[config.mk]
export PLATFORM = sky130hd
export DESIGN_NAME = interface_scheduler
export DESIGN_NICKNAME = d
export VERILOG_FILES = /design/src/rtl/interface_scheduler.sv
export SDC_FILE = /design/constraint.sdc
export NUM_CORES = 1
export LEC_CHECK = 0
export CAP_MARGIN = 15
export CORE_UTILIZATION = 49
export CTS_CLUSTER_SIZE = 14
export DETAILED_ROUTE_END_ITERATION = 10
export GPL_TIMING_DRIVEN = 0
export HOLD_SLACK_MARGIN = 0.15
export PLACE_DENSITY = 0.87
export SYNTH_ARGS = -nofsm -noshare
export SYNTH_HDL_FRONTEND = slang
export SYNTH_SLANG_ARGS = --single-unit
[constraint.sdc]
create_clock -name core_clk -period 4.8 [get_ports core_clk]
set_clock_uncertainty 0.2 [all_clocks]
set_input_delay 0.96 -clock core_clk [delete_from_list [all_inputs] [get_ports core_clk]]
set_output_delay 0.96 -clock core_clk [all_outputs]
set_load 0.01 [all_outputs]
[src/rtl/interface_scheduler.sv]
// interface_scheduler
//   Shares the single DRAM<->GLB interface unit among four requesters
//   (ifmap load, filter load, bias load, ofmap store). Round-robin
//   arbitration with one transfer in flight: latch the winner's word count
//   and transfer type, pulse start, wait for transfer_done (or the
//   watchdog), then pulse done back to the winner.
//
// Ports
//   core_clk                    core clock
//   reset                       asynchronous reset, active-low
//   req[3:0]                    level requests: 0 ifmap, 1 filter, 2 bias, 3 ofmap store
//   req_words                   word count per requester, slice i belongs to req[i]
//   grant[3:0]                  one-hot owner of the interface unit
//   done[3:0]                   one-cycle completion pulse to the owner
//   start_forward               one-cycle start pulse for requesters 0..2
//   start_backward              one-cycle start pulse for requester 3
//   ifmap_filter_bias_transfer  00 ifmap, 01 filter, 10 bias (00 for store)
//   words_num                   word count of the current transfer
//   transfer_done               completion pulse from the interface unit
//   busy                        high whenever the scheduler is not idle
//   timeout_err                 sticky watchdog error, cleared only by reset
module interface_scheduler #(
  parameter int          ADDR_WIDTH  = 20,
  parameter int          TIMEOUT_W   = 24,
  parameter int unsigned TIMEOUT_MAX = 32'd16777215
) (
  input  logic                    core_clk,
  input  logic                    reset,
  input  logic [3:0]              req,
  input  logic [4*ADDR_WIDTH-1:0] req_words,
  output logic [3:0]              grant,
  output logic [3:0]              done,
  output logic                    start_forward,
  output logic                    start_backward,
  output logic [1:0]              ifmap_filter_bias_transfer,
  output logic [ADDR_WIDTH-1:0]   words_num,
  input  logic                    transfer_done,
  output logic                    busy,
  output logic                    timeout_err
);

  typedef enum logic [2:0] {
    S_IDLE,
    S_ARB,
    S_START,
    S_BUSY,
    S_DONE
  } state_t;

  // Last BUSY cycle index before the watchdog fires (counter starts at 0).
  localparam logic [TIMEOUT_W-1:0] WD_LAST = TIMEOUT_W'(TIMEOUT_MAX - 32'd1);

  state_t                  state;
  state_t                  state_nxt;
  logic [1:0]              rr_ptr;
  logic [1:0]              winner;
  logic                    win_vld;
  logic [1:0]              scan_idx;
  logic [ADDR_WIDTH-1:0]   win_words;
  logic [TIMEOUT_W-1:0]    wd_cnt;
  logic                    wd_expire;

  // Round-robin pick: scan from rr_ptr upward; iterating from the far end
  // lets the requester nearest to rr_ptr overwrite the others.
  always_comb begin
    winner   = 2'd0;
    win_vld  = 1'b0;
    scan_idx = 2'd0;
    for (int i = 3; i >= 0; i--) begin
      scan_idx = rr_ptr + 2'(i);
      if (req[scan_idx]) begin
        winner  = scan_idx;
        win_vld = 1'b1;
      end
    end
  end

  assign win_words = req_words[32'(winner)*ADDR_WIDTH +: ADDR_WIDTH];
  assign wd_expire = (TIMEOUT_MAX != 0) && (wd_cnt == WD_LAST);

  always_ff @(posedge core_clk or negedge reset) begin
    if (!reset) begin
      state <= S_IDLE;
    end else begin
      state <= state_nxt;
    end
  end

  always_comb begin
    state_nxt = state;
    case (state)
      S_IDLE:  if ((|req) && !timeout_err) state_nxt = S_ARB;
      S_ARB:   state_nxt = win_vld ? S_START : S_IDLE;
      // A zero-length transfer never touches the interface unit.
      S_START: state_nxt = (words_num == '0) ? S_DONE : S_BUSY;
      S_BUSY:  if (transfer_done || wd_expire) state_nxt = S_DONE;
      S_DONE:  state_nxt = S_IDLE;
      default: state_nxt = S_IDLE;
    endcase
  end

  always_ff @(posedge core_clk or negedge reset) begin
    if (!reset) begin
      rr_ptr                     <= 2'd0;
      grant                      <= 4'b0000;
      words_num                  <= '0;
      ifmap_filter_bias_transfer <= 2'b00;
      wd_cnt                     <= '0;
      timeout_err                <= 1'b0;
    end else begin
      case (state)
        S_ARB: begin
          if (win_vld) begin
            grant                      <= 4'b0001 << winner;
            words_num                  <= win_words;
            ifmap_filter_bias_transfer <= (winner == 2'd3) ? 2'b00 : winner;
            rr_ptr                     <= winner + 2'd1;
          end
        end
        S_START: wd_cnt <= '0;
        S_BUSY: begin
          // A real completion in the same cycle as expiry wins.
          if (!transfer_done && wd_expire) begin
            timeout_err <= 1'b1;
          end
          wd_cnt <= wd_cnt + TIMEOUT_W'(1);
        end
        S_DONE:  grant <= 4'b0000;
        default: ;
      endcase
    end
  end

  assign busy           = (state != S_IDLE);
  assign done           = (state == S_DONE) ? grant : 4'b0000;
  assign start_forward  = (state == S_START) && (words_num != '0) && !grant[3];
  assign start_backward = (state == S_START) && (words_num != '0) &&  grant[3];

endmodule
==> results.sh, run 1 <==
export IMPL_drt_iter0_markers=125
export IMPL_antenna_left=0
export IMPL_synth_cells=361
export IMPL_cts_buffers=5
export IMPL_cts_resized=0
export IMPL_cts_root_buf="clkbuf_8"
export IMPL_dp_final_hpwl_mm=7.40
export IMPL_start_util_pct=51.4
export IMPL_met2_usage_pct=49.5
export IMPL_dr_total_vias=3271
export IMPL_synth_seq_cells=56
export IMPL_core_area_um2=6460
export IMPL_setup_viol=0
export IMPL_via_per_inst=5.77
export IMPL_met3_usage_pct=6.78
export IMPL_arrival_ns=2.31
export IMPL_setup_tns_ns=0
export IMPL_async_flop_share_pct=100
export IMPL_yosysTopAreaCell="dfrtp_1"
export IMPL_relSlewSlack_pct=48.3
export IMPL_synth_cell_types=51
export IMPL_antenna_found_initial=0
export IMPL_rows=29
export IMPL_hold_slack_ns=0.337
export IMPL_crit_chain="buf_2 > nor3b_1 > and2_1 > clkdlybuf4s50_1"
export IMPL_clockBufferDepth=2
export IMPL_syn_area_per_cell_um2=9.19
export IMPL_dp_cells=559
export IMPL_violations="design-rule violations"
export IMPL_fin_crit_sh_pct=72.3
export IMPL_insertion_delay_ns=0.32
export IMPL_syn_area_um2=3320
export IMPL_crit_fanout=10
export IMPL_end_kind="primary output"
export IMPL_post_drt_wl_per_cell_um=16.9
export IMPL_power_total_mw=2.21
export IMPL_finalHoldViolations=0
export IMPL_drt_pass1_iterations=7
export IMPL_ir_drop_v=0.000193
export IMPL_drive_gt1_share_pct=7.55
export IMPL_worst_pin_slew_ns=0.774
export IMPL_path_delay_family="simple AND/OR/NAND/NOR gates"
export IMPL_status="finished with violations"
export IMPL_wl_mm=9.59
export IMPL_crit_buf_inv=2
export IMPL_grt_pass1_wl_mm=15.4
export IMPL_leakagePower_nw=1.88
export IMPL_critPathSlowestCell="nor3b_1"
export IMPL_die_h_um=84.3
export IMPL_nNetsFinal=578
export IMPL_post_route_min_period_ns=3.47
export IMPL_grt_setup_unrepaired="no"
export IMPL_die_x_um=84.3
export IMPL_hold_buffers=0
export IMPL_powerDensity_nw_per_um2=466
export IMPL_slowest_delay_ns=0.66
export IMPL_synth_edf_count=0
export IMPL_crit_required_ns=3.64
export IMPL_yosysWarnings=0
export IMPL_first_global_vias=3278
export IMPL_drv_slew=0
export IMPL_final_instance_count_excl_fill=567
export IMPL_max_cap_violations=0
export IMPL_io_pins=121
export IMPL_synth_seq_area_share_pct=42.2
export IMPL_use_met1_pct=31.7
export IMPL_syn_num_nets=450
export IMPL_netlist_top_cells_area="dfrtp_1 (42%), nand2_1 (6.6%), a311oi_1 (5.3%)"
export IMPL_synth_main_ff_cell="dfrtp_1"
export IMPL_nFillCells=495
export IMPL_die_area_um2=7100
export IMPL_post_cts_repair_setup_buffers=0
export IMPL_synth_top_area_share_pct=42.2
export IMPL_grt_busiest_layer="met2"
export IMPL_cts_sinks=56
export IMPL_drcViolationCount=5
export IMPL_hold_path_class="reg2reg"
export IMPL_port_buffers=120
export IMPL_crit_type="reg2out"
export IMPL_fmax_mhz=288
export IMPL_clkTransAtPathRegs_ns=0.11
export IMPL_cts_tree="yes"
export IMPL_gp_congestion=0.891
export IMPL_utilization_pct=73.4
export IMPL_grt_start_max_net_pins=37
export IMPL_h_tree_depth=2
export IMPL_areaGrowthSynthToFinish_pct=42.9
export IMPL_antennaDiodeCount=0
export IMPL_gr_usage_all_layers_pct=27.5
export IMPL_grt_ovfl_total=0
export IMPL_startpoint_type="flip-flop"
-- report_power, final --
group	internal [mW]	switching, mW
clock network	0.155	0.160
logic	0.560	0.584
registers	0.615	0.136
total	1.33	0.880
-- cells in the mapped netlist, drive strengths merged, types with 2 or more instances --
cell type / instances
nor4: 8
and2: 6
nand3: 9
clkbuf: 8
inv: 6
nand2: 58
buf: 16
or3: 6
a311oi: 20
dfrtp: 56
a22oi: 2
nor3b: 2
a22o: 2
and4: 5
o21ai: 12
nor2: 42
a21boi: 21
ha: 2
a2bb2oi: 2
a21oi: 6
a211oi: 20
and3: 2
nor3: 7
xnor2: 10
nand4: 9
nand2b: 2
nor2b: 3
xor2: 7
-- area by class of cell --
| cell class | instances | area (um2) | share of cell area, % |
|---|---|---|---|
| plain buffers | 24 | 155 | 3.27 |
| clock buffers | 5 | 68.8 | 1.45 |
| multi-input cells | 275 | 1740 | 36.7 |
| clock inverters | 3 | 42.5 | 0.897 |
| well taps | 77 | 96.3 | 2.03 |
| inverters | 6 | 22.5 | 0.475 |
| flip-flops and latches | 56 | 1400 | 29.6 |
| repair buffers | 121 | 1220 | 25.6 |
-- stage by stage --
step / instance area (um2) / worst slack [ns]
3_3_place_gp: 4620 / 0.909
3_5_place_dp: 4630 / 1.62
5_1_grt: 4740 / 1.15
2_1_floorplan: 3320 / 2.41
4_1_cts: 4740 / 1.33
6_report: 4740 / 1.33
-- registers in the layout, indices dropped and copies added, names as in the netlist --
| register | flops |
|---|---|
| grant | 4 |
| ifmap_filter_bias_transfer | 2 |
| rr_ptr | 2 |
| state | 3 |
| timeout_err | 1 |
| words_num | 20 |
| wd_cnt | 24 |
-- layer usage --
layer	part of all wire, %	up-vias
li1	-	1570
met1	39	1549
met2	51	133
met3	7.4	19
met4	2.3	0
met5	0	-
-- cell usage in the layout, fill, tap and decap left out, drive strengths merged, types with 7 or more instances in the layout --
master,count
xor2,7
clkdlybuf4s50,119
o21ai,12
buf,18
clkbuf,13
nand3,9
a21boi,21
a311oi,20
dfrtp,56
nor2,42
nor3,7
nor4,8
xnor2,10
nand2,58
a211oi,20
nand4,9
-- path summary, 6_finish.rpt --
path,startpoint,to,slack [ns],cells past startpoint
max,state[0]$_DFFE_PN0P_,done[0],1.33,4
min,ifmap_filter_bias_transfer[0]$_DFFE_PN0P_,ifmap_filter_bias_transfer[0]$_DFFE_PN0P_,0.34,1
max reg2reg,rr_ptr[1]$_DFFE_PN0P_,words_num[8]$_DFFE_PN0P_,2.72,6
min reg2reg,ifmap_filter_bias_transfer[0]$_DFFE_PN0P_,ifmap_filter_bias_transfer[0]$_DFFE_PN0P_,0.34,1
max in group asynchronous,reset,wd_cnt[20]$_DFFE_PN0P_,3.43,2
min in group asynchronous,reset,wd_cnt[7]$_DFFE_PN0P_,0.40,1
-- kinds of logic after synthesis --
kind of cell | after synthesis | synth area share, %
adder cells (fa/ha/maj) | 2 | 0.754
multiplexers | 2 | 0.641
XOR/XNOR | 17 | 4.49
AO/OA/AOI/OAI | 91 | 20.9
flip-flops | 56 | 42.2
AND/OR/NAND/NOR | 163 | 25.6
buffers and inverters | 30 | 5.35
No activity file was read; power rests on OpenSTA's default activity.
==> run 2, diff against run 1 <==
--- a/config.mk
+++ b/config.mk
@@ -6,12 +6,12 @@
 export NUM_CORES = 1
 export LEC_CHECK = 0
 export CAP_MARGIN = 15
-export CORE_UTILIZATION = 49
+export CORE_UTILIZATION = 45
 export CTS_CLUSTER_SIZE = 14
 export DETAILED_ROUTE_END_ITERATION = 10
 export GPL_TIMING_DRIVEN = 0
 export HOLD_SLACK_MARGIN = 0.15
-export PLACE_DENSITY = 0.87
+export PLACE_DENSITY = 0.81
 export SYNTH_ARGS = -nofsm -noshare
 export SYNTH_HDL_FRONTEND = slang
 export SYNTH_SLANG_ARGS = --single-unit
==> constraint.sdc (replaced) <==
create_clock -name core_clk -period 3.3 [get_ports core_clk]
set_clock_uncertainty 0.2 [all_clocks]
set_input_delay 0.66 -clock core_clk [delete_from_list [all_inputs] [get_ports core_clk]]
set_output_delay 0.66 -clock core_clk [all_outputs]
set_load 0.01 [all_outputs]
==> results.sh, run 2 (same netlist as run 1, synthesis figures left out) <==
export IMPL_port_buffers=120
export IMPL_areaGrowthSynthToFinish_pct=43.4
export IMPL_mostFrequentLayoutCell="clkdlybuf4s50_1"
export IMPL_dr_total_vias=3322
export IMPL_antenna_left=0
export IMPL_antenna_found_initial=0
export IMPL_first_global_vias=3276
export IMPL_end_kind="primary output"
export IMPL_rows=30
export IMPL_die_x_um=87.9
export IMPL_dp_cells=578
export IMPL_status="completed"
export IMPL_cts_buffers=5
export IMPL_largest_reg_flops=24
export IMPL_arrival_ns=2.29
export IMPL_ir_drop_v=0.000255
export IMPL_clockBufferDepth=2
export IMPL_cts_tree="yes"
export IMPL_grt_pass1_wl_mm=15.8
export IMPL_die_area_um2=7720
export IMPL_h_tree_depth=2
export IMPL_drv_slew=0
export IMPL_io_pins=121
export IMPL_antennaDiodeCount=0
export IMPL_crit_fanout=10
export IMPL_mostFrequentLayoutCells="clkdlybuf4s50_1 (119), nand2_1 (58), dfrtp_1 (56)"
export IMPL_nNetsFinal=578
export IMPL_clkTransAtPathRegs_ns=0.11
export IMPL_start_util_pct=47.8
export IMPL_relSlewSlack_pct=51.8
export IMPL_setup_viol=0
export IMPL_power_total_mw=3.18
export IMPL_insertion_delay_ns=0.32
export IMPL_drive_gt1_share_pct=7.76
export IMPL_grt_ovfl_total=0
export IMPL_leakagePower_nw=1.87
export IMPL_via_per_inst=5.67
export IMPL_core_area_um2=6940
export IMPL_hold_buffers=0
export IMPL_wl_mm=9.82
export IMPL_worst_pin_slew_ns=0.722
export IMPL_grt_start_max_net_pins=30
export IMPL_die_h_um=87.9
export IMPL_gp_congestion=0.874
export IMPL_largest_register="wd_cnt"
export IMPL_r2r_slack_ns=1.18
export IMPL_drt_pass1_iterations=4
export IMPL_max_cap_violations=0
export IMPL_startpoint_type="flip-flop"
export IMPL_powerDensity_nw_per_um2=668
export IMPL_grt_setup_unrepaired="no"
export IMPL_cts_sinks=56
export IMPL_crit_required_ns=2.44
export IMPL_drcViolationCount=0
export IMPL_gr_usage_all_layers_pct=26.8
export IMPL_drt_iter0_markers=151
export IMPL_post_drt_wl_per_cell_um=16.8
export IMPL_fmax_mhz=317
export IMPL_final_instance_count_excl_fill=586
export IMPL_post_route_min_period_ns=3.15
export IMPL_crit_type="reg2out"
export IMPL_hold_path_class="in2async"
export IMPL_dp_final_hpwl_mm=7.60
export IMPL_fin_crit_sh_pct=95.5
export IMPL_cts_root_buf="clkbuf_8"
export IMPL_top_regs="wd_cnt: 24 flops, words_num: 20 flops, grant: 4 flops"
export IMPL_nFillCells=564
export IMPL_finalHoldViolations=0
-- run 2: changes by cell type in the layout (fill, tap and decap cells not counted) --
cell,previous run,this run
bufinv_16,1,0
clkbuf_8,5,6
clkinv_2,1,0
clkinvlp_4,1,2
nor3b_1,2,1
nor3b_2,0,1
-- run 2: path summary, 6_finish.rpt --
path | end | depth (start not counted) | start
max in group asynchronous | grant[3]$_DFFE_PN0P_ | 2 | reset
min in group core_clk | ifmap_filter_bias_transfer[1]$_DFFE_PN0P_ | 2 | ifmap_filter_bias_transfer[1]$_DFFE_PN0P_
setup reg to reg | words_num[16]$_DFFE_PN0P_ | 4 | state[2]$_DFFE_PN0P_
hold reg to reg | ifmap_filter_bias_transfer[1]$_DFFE_PN0P_ | 2 | ifmap_filter_bias_transfer[1]$_DFFE_PN0P_
setup / recovery | done[2] | 4 | state[0]$_DFFE_PN0P_
hold / removal | rr_ptr[1]$_DFFE_PN0P_ | 1 | reset
-- run 2: area by class of cell --
| cell class | instances | area (um2) | share of cell area, % |
|---|---|---|---|
| buffer | 24 | 155 | 3.26 |
| timing repair buffer | 121 | 1220 | 25.6 |
| tap | 96 | 120 | 2.52 |
| clock inverter | 2 | 15.0 | 0.316 |
| clock buffer | 6 | 82.6 | 1.74 |
| inverter | 6 | 22.5 | 0.473 |
| multi-input combinational | 275 | 1740 | 36.7 |
| sequential | 56 | 1400 | 29.5 |
-- run 2: per-stage QoR --
| step | setup slack [ns] | utilization, % | hold WS (ns) | cell area [um2] | setup TNS (ns) |
|---|---|---|---|---|---|
| after floorplan | 1.21 | - | 0.164 | 3320 | 0 |
| after global placement | -0.311 | 66.8 | 0.296 | 4640 | -17.25 |
| after detailed placement | 0.409 | 67.0 | 0.307 | 4650 | 0 |
| after CTS | 0.0481 | 68.4 | 0.175 | 4750 | 0 |
| after global routing | 0.0129 | 68.5 | 0.210 | 4760 | 0 |
| final | 0.148 | 68.5 | 0.168 | 4760 | 0 |
-- run 2: layer usage --
| metal | track usage [%] | vias to the layer above | part of all wire, % |
|---|---|---|---|
| li1 | - | 1564 | - |
| met1 | 32.3 | 1621 | 41 |
| met2 | 46.0 | 126 | 50 |
| met3 | 7.73 | 11 | 7.3 |
| met4 | 8.49 | 0 | 1.6 |
| met5 | 0 | - | 0 |
-- run 2: power breakdown --
group / total (mW) / switching, mW / internal (mW) / leakage, nW
registers: 1.10 / 0.204 / 0.895 / 0.711
clock network: 0.407 / 0.237 / 0.171 / 0.0434
logic: 1.67 / 0.853 / 0.817 / 1.12
total: 3.18 / 1.29 / 1.88 / 1.87
-- run 2: worst max-delay path, cell delays in order, from the launching register on --
cell and delay (ns):
dfrtp_1 0.40, buf_2 0.19, nor3b_1 0.63, and2_1 0.21, clkdlybuf4s50_1 0.54
-- run 2: what timing repair did --
action,4_1_cts,5_1_grt
resized for setup,0,1
hold endpoints to repair,0,0
endpoints found under the setup margin,0,2
setup buffers,0,0
==> edit 1, RTL diff (config.mk and constraints of run 2) <==
Change the parameter `ADDR_WIDTH` from 20 to 22.
--- a/src/rtl/interface_scheduler.sv
+++ b/src/rtl/interface_scheduler.sv
@@ -22,3 +22,3 @@
 module interface_scheduler #(
-  parameter int          ADDR_WIDTH  = 20,
+  parameter int          ADDR_WIDTH  = 22,
   parameter int          TIMEOUT_W   = 24,
Ports: changed (resized req_words and words_num); port bits go from 121 to 131. No check against the original RTL was run, so the function may have changed too.
==> edit 1 against run 2 <==
  * Cell count up 6.3%
  * Final area up 6.8%
  * Maximum frequency down 2.8%
  * Wire length up 8.1%
  * Power up 16%
  * First-iteration DRC count up 39%
  * Area after synthesis up 2.0%
  * Sequential cell count up 2
  * Setup slack worse by 90 ps
  * Combinational power up 10%
  * Utilization up 1.5 points
  * Highest routed layer unchanged
==> edit 1: results <==
[status]
outcome = "finished, final reports clean"

[routing]
post_drt_wl_per_cell_um = 17.0
drtIter0Drc = 210
wirelength_met1_mm = 4.28
wl_met2_mm = 5.35
wl_mm = 10.6
via_per_inst = 5.54
wl_met3_um = 703

[global_route]
groute.usage.overall = 0.284
grt_pass1_wl_mm = 16.7
grtUsageMet3 = 0.0737
grt_max_degree = 31
use_met2 = 0.471
grtUsageMet1 = 0.349

[pwr]
leakage_uw = 0.00207

[cts]
clock_latency_ps = 350
cts.reportedPaths.clkPinSlew_ps = 70
h-tree-depth = 3

[logic_synthesis]
syn-num-nets = 472
synthAdderAreaFrac = 0.00739
ys_seq_area_frac = 0.429
synth_compound_area_frac = 0.215
synth_mux_area_frac = 0.00591
yosysUniqueCellTypes = 50
syn_area_per_cell_um2 = 9.03
ys_top_cells_by_area = "dfrtp_1 43%, nand2_1 7.1%, nor2_1 6.0%"

[finish]
nFillCells = 567
seq_cells = 58
seqCellArea_mm2 = 0.00145
final-clk-cell-share = 0.0384
drive_gt1_frac = 0.0992
nNonClkBuffers = 158
fin_nets = 616

[place]
portBuffers = 130
place.gp.congestion = 0.775
dpl_cell_area_mm2 = 0.00483
placed_cells = 605
dp_worst_setup_slack_ps = 110
place_hpwl_mm = 8.01

[setup_path]
cp_slowest_cell = "clkdlybuf4s50_1"
critPathMaxStageDelay_ps = 490
worst-path-max-fanout = 3
crit_arrival_ps = 2380

[sta]
max-slew-margin-rel = 0.544
[edit 1: report_power, final]
group          internal [µW]  leakage [µW]  switching [µW]
logic                    870       0.00124             971
clock network            367      0.000103             306
registers                931      0.000730             242
total                   2170       0.00207            1520
[edit 1: worst paths after layout]
| path | start | endpoint | slack (ps) | cells past startpoint |
|---|---|---|---|---|
| setup / recovery | words_num[0] | start_forward | 60 | 5 |
| hold / removal | reset | wd_cnt[7] | 150 | 1 |
| setup reg to reg | state[0] | words_num[8] | 950 | 7 |
| hold reg to reg | ifmap_filter_bias_transfer[0] | ifmap_filter_bias_transfer[0] | 310 | 2 |
| max in group asynchronous | reset | words_num[13] | 2150 | 2 |
| min in group core_clk | ifmap_filter_bias_transfer[0] | ifmap_filter_bias_transfer[0] | 310 | 2 |
[edit 1: what timing repair did]
action	4_1_cts	5_1_grt
endpoints found under the setup margin	2	2
setup buffers	0	2
pin swaps	0	2
cloned	0	0
gates resized for setup	2	6
hold endpoints to repair	0	0
==> edit 2, RTL diff (flow settings as in run 2) <==
Without the edit above. Re-encode `state_t` (5 states) as one-hot, 5 bits wide.
--- a/src/rtl/interface_scheduler.sv
+++ b/src/rtl/interface_scheduler.sv
@@ -41,8 +41,8 @@
 
-  typedef enum logic [2:0] {
-    S_IDLE,
-    S_ARB,
-    S_START,
-    S_BUSY,
-    S_DONE
+  typedef enum logic [4:0] {
+    S_IDLE  = 5'b00001,
+    S_ARB   = 5'b00010,
+    S_START = 5'b00100,
+    S_BUSY  = 5'b01000,
+    S_DONE  = 5'b10000
   } state_t;
Function: same outputs for any inputs over 10 cycles, from zero or initial values and one cycle with reset low; not proved beyond that.
==> edit 2 against run 2 <==
  * Setup slack lost 71 ps
  * Count of clock-buffer cells in the layout up 5
  * Power increased by 1.5%
  * Combinational power is 15% lower
  * Synthesized cell count rose by 2.5%
  * Critical path depth rose by 2
  * Wire length up 8.1%
  * Area after synthesis is 1.5% lower
  * Via count up 7.3%
  * Sequential cell count grew 2
  * Final area up 1.6%
  * Critical endpoint is now start_backward
  * Largest cell class unchanged
==> edit 2: results <==
[status]
outcome = "finished, final reports clean"

[floorplan]
core_area_mm2 = 0.00691

[logic_synthesis]
synth_common_cells = "67 x nand2_1, 57 x dfrtp_1, 33 x nor2_1, 21 x a21boi_0"
yosys_warnings = 0
ys_top_cells_by_area = "dfrtp_1 44%, nand2_1 7.7%, a2111oi_0 5.4%"
yosysUniqueCellTypes = 45
async_reset_ff_frac = 1.00
ys_seq_area_frac = 0.444
syn_inst = 370
syn-num-nets = 459

[finish]
top_regs = "wd_cnt: 24 flops, words_num: 20 flops, state: 5 flops"
fin_nets = 592
nFillCells = 563
num_antenna_cells = 0
drive_gt1_frac = 0.0650

[setup_path]
cp_slowest_cell = "clkdlybuf4s50_1"
crit_arrival_ps = 2360
worst-path-max-fanout = 7
critPathMaxStageDelay_ps = 550

[cts]
root_buffer = "clkbuf_8"
numCtsBuffers = 9
clk_path_buf_depth = 2
cts.reportedPaths.clkPinSlew_ps = 70
clock_latency_ps = 340
h-tree-depth = 3

[routing]
first_pass_iters = 5
drtIter0Drc = 164
wl_mm = 10.6
vias = 3563
via_per_inst = 5.90

[global_route]
grt_pass1_vias = 3608
grt_max_degree = 34
groute.usage.overall = 0.294
grt_pass1_wl_mm = 16.9
antenna_found_initial = 0

[place]
place_hpwl_mm = 8.11
placed_cells = 587
place.gp.congestion = 0.891
dpl_cell_area_mm2 = 0.00461

[pwr]
ir_worst_vdd_v = 0.000430
leakage_uw = 0.00196

[sta]
max-slew-margin-rel = 0.481
hold_violations = 0

[min_path]
hp-class = "register to register"
==> edit 2: cell types whose count changed after synthesis, moves of 5 or more <==
| cell | delta |
|---|---|
| a2111oi_0 | +20 |
| nor2_1 | -9 |
| nand3_1 | +5 |
| buf_6 | -6 |
| xor2_1 | -6 |
| xnor2_1 | -9 |
| a211oi_1 | -20 |
| mux2i_1 | +8 |
| o21ai_0 | +7 |
| clkbuf_1 | +12 |
| nand2_1 | +9 |
==> edit 2: worst paths after layout <==
check	from	endpoint	slack, ps	depth (start not counted)
min reg2reg	wd_cnt[20]	wd_cnt[20]	280	1
max in group asynchronous	reset	state[0]	1580	3
max	state[1]	start_backward	80	6
min in group asynchronous	reset	grant[0]	670	2
max reg2reg	state[3]	words_num[8]	700	8
min	wd_cnt[20]	wd_cnt[20]	280	1
==> edit 2: per-layer routing <==
| metal | global-route usage | vias to the layer above | share of wire |
|---|---|---|---|
| met5 | 0 | - | 0 |
| met4 | 0.121 | 0 | 0.029 |
| met3 | 0.0768 | 28 | 0.075 |
| met2 | 0.519 | 195 | 0.51 |
| met1 | 0.339 | 1696 | 0.38 |
| li1 | - | 1644 | - |
==> edit 2: what timing repair did <==
item	4_1_cts	5_1_grt
setup buffers	0	0
hold buffers	1	0
hold endpoints to repair	25	0
setup endpoints to repair	2	2
pin swaps	0	1
resized for setup	3	1
==> edit 2: per-stage QoR <==
step	setup TNS [ps]	hold WS, ps	worst slack, ps
CTS	0	280	9.48
detailed placement	0	270	13.3
finish	0	283	77.5
global placement	-22760	261	-402
floorplan	0	164	926
global route	0	298	8.06
==> edit 2: worst reg2reg max path, stage by stage (launching register included) <==
cell and delay, ps:
dfrtp_1 450, nor3_1 280, nand3b_1 100, or2_1 220, buf_2 190, inv_2 160, clkbuf_1 480, nor2_1 90
a311oi_1 320
==> edit 2: cell type report <==
cell class	instances	area, µm²	share of cell area
plain buffers	26	105	0.0217
clock buffers	11	151	0.0313
clock inverters	5	52.6	0.0109
repair buffers	122	1230	0.254
well taps	96	120	0.0248
multi-input cells	279	1700	0.352
inverters	7	26.3	0.00543
flip-flops and latches	58	1450	0.300
==> edit 2: logic make-up after synthesis <==
kind of cell,count (synthesis),share of synthesized area
AOI/OAI and AO/OA,108,0.248
DFF,58,0.444
xor gates and xnor gates,2,0.00536
and+or+nand+nor,157,0.223
buffers and inverters,33,0.0402
adders and majority gates,2,0.00765
muxes,10,0.0310
==> edit 2: where the power goes <==
part           internal [µW]  total, µW  switching, µW  leakage, µW
sequential               917       1110            197     0.000739
clock                    386        685            299     0.000105
combinational            673       1420            750      0.00111
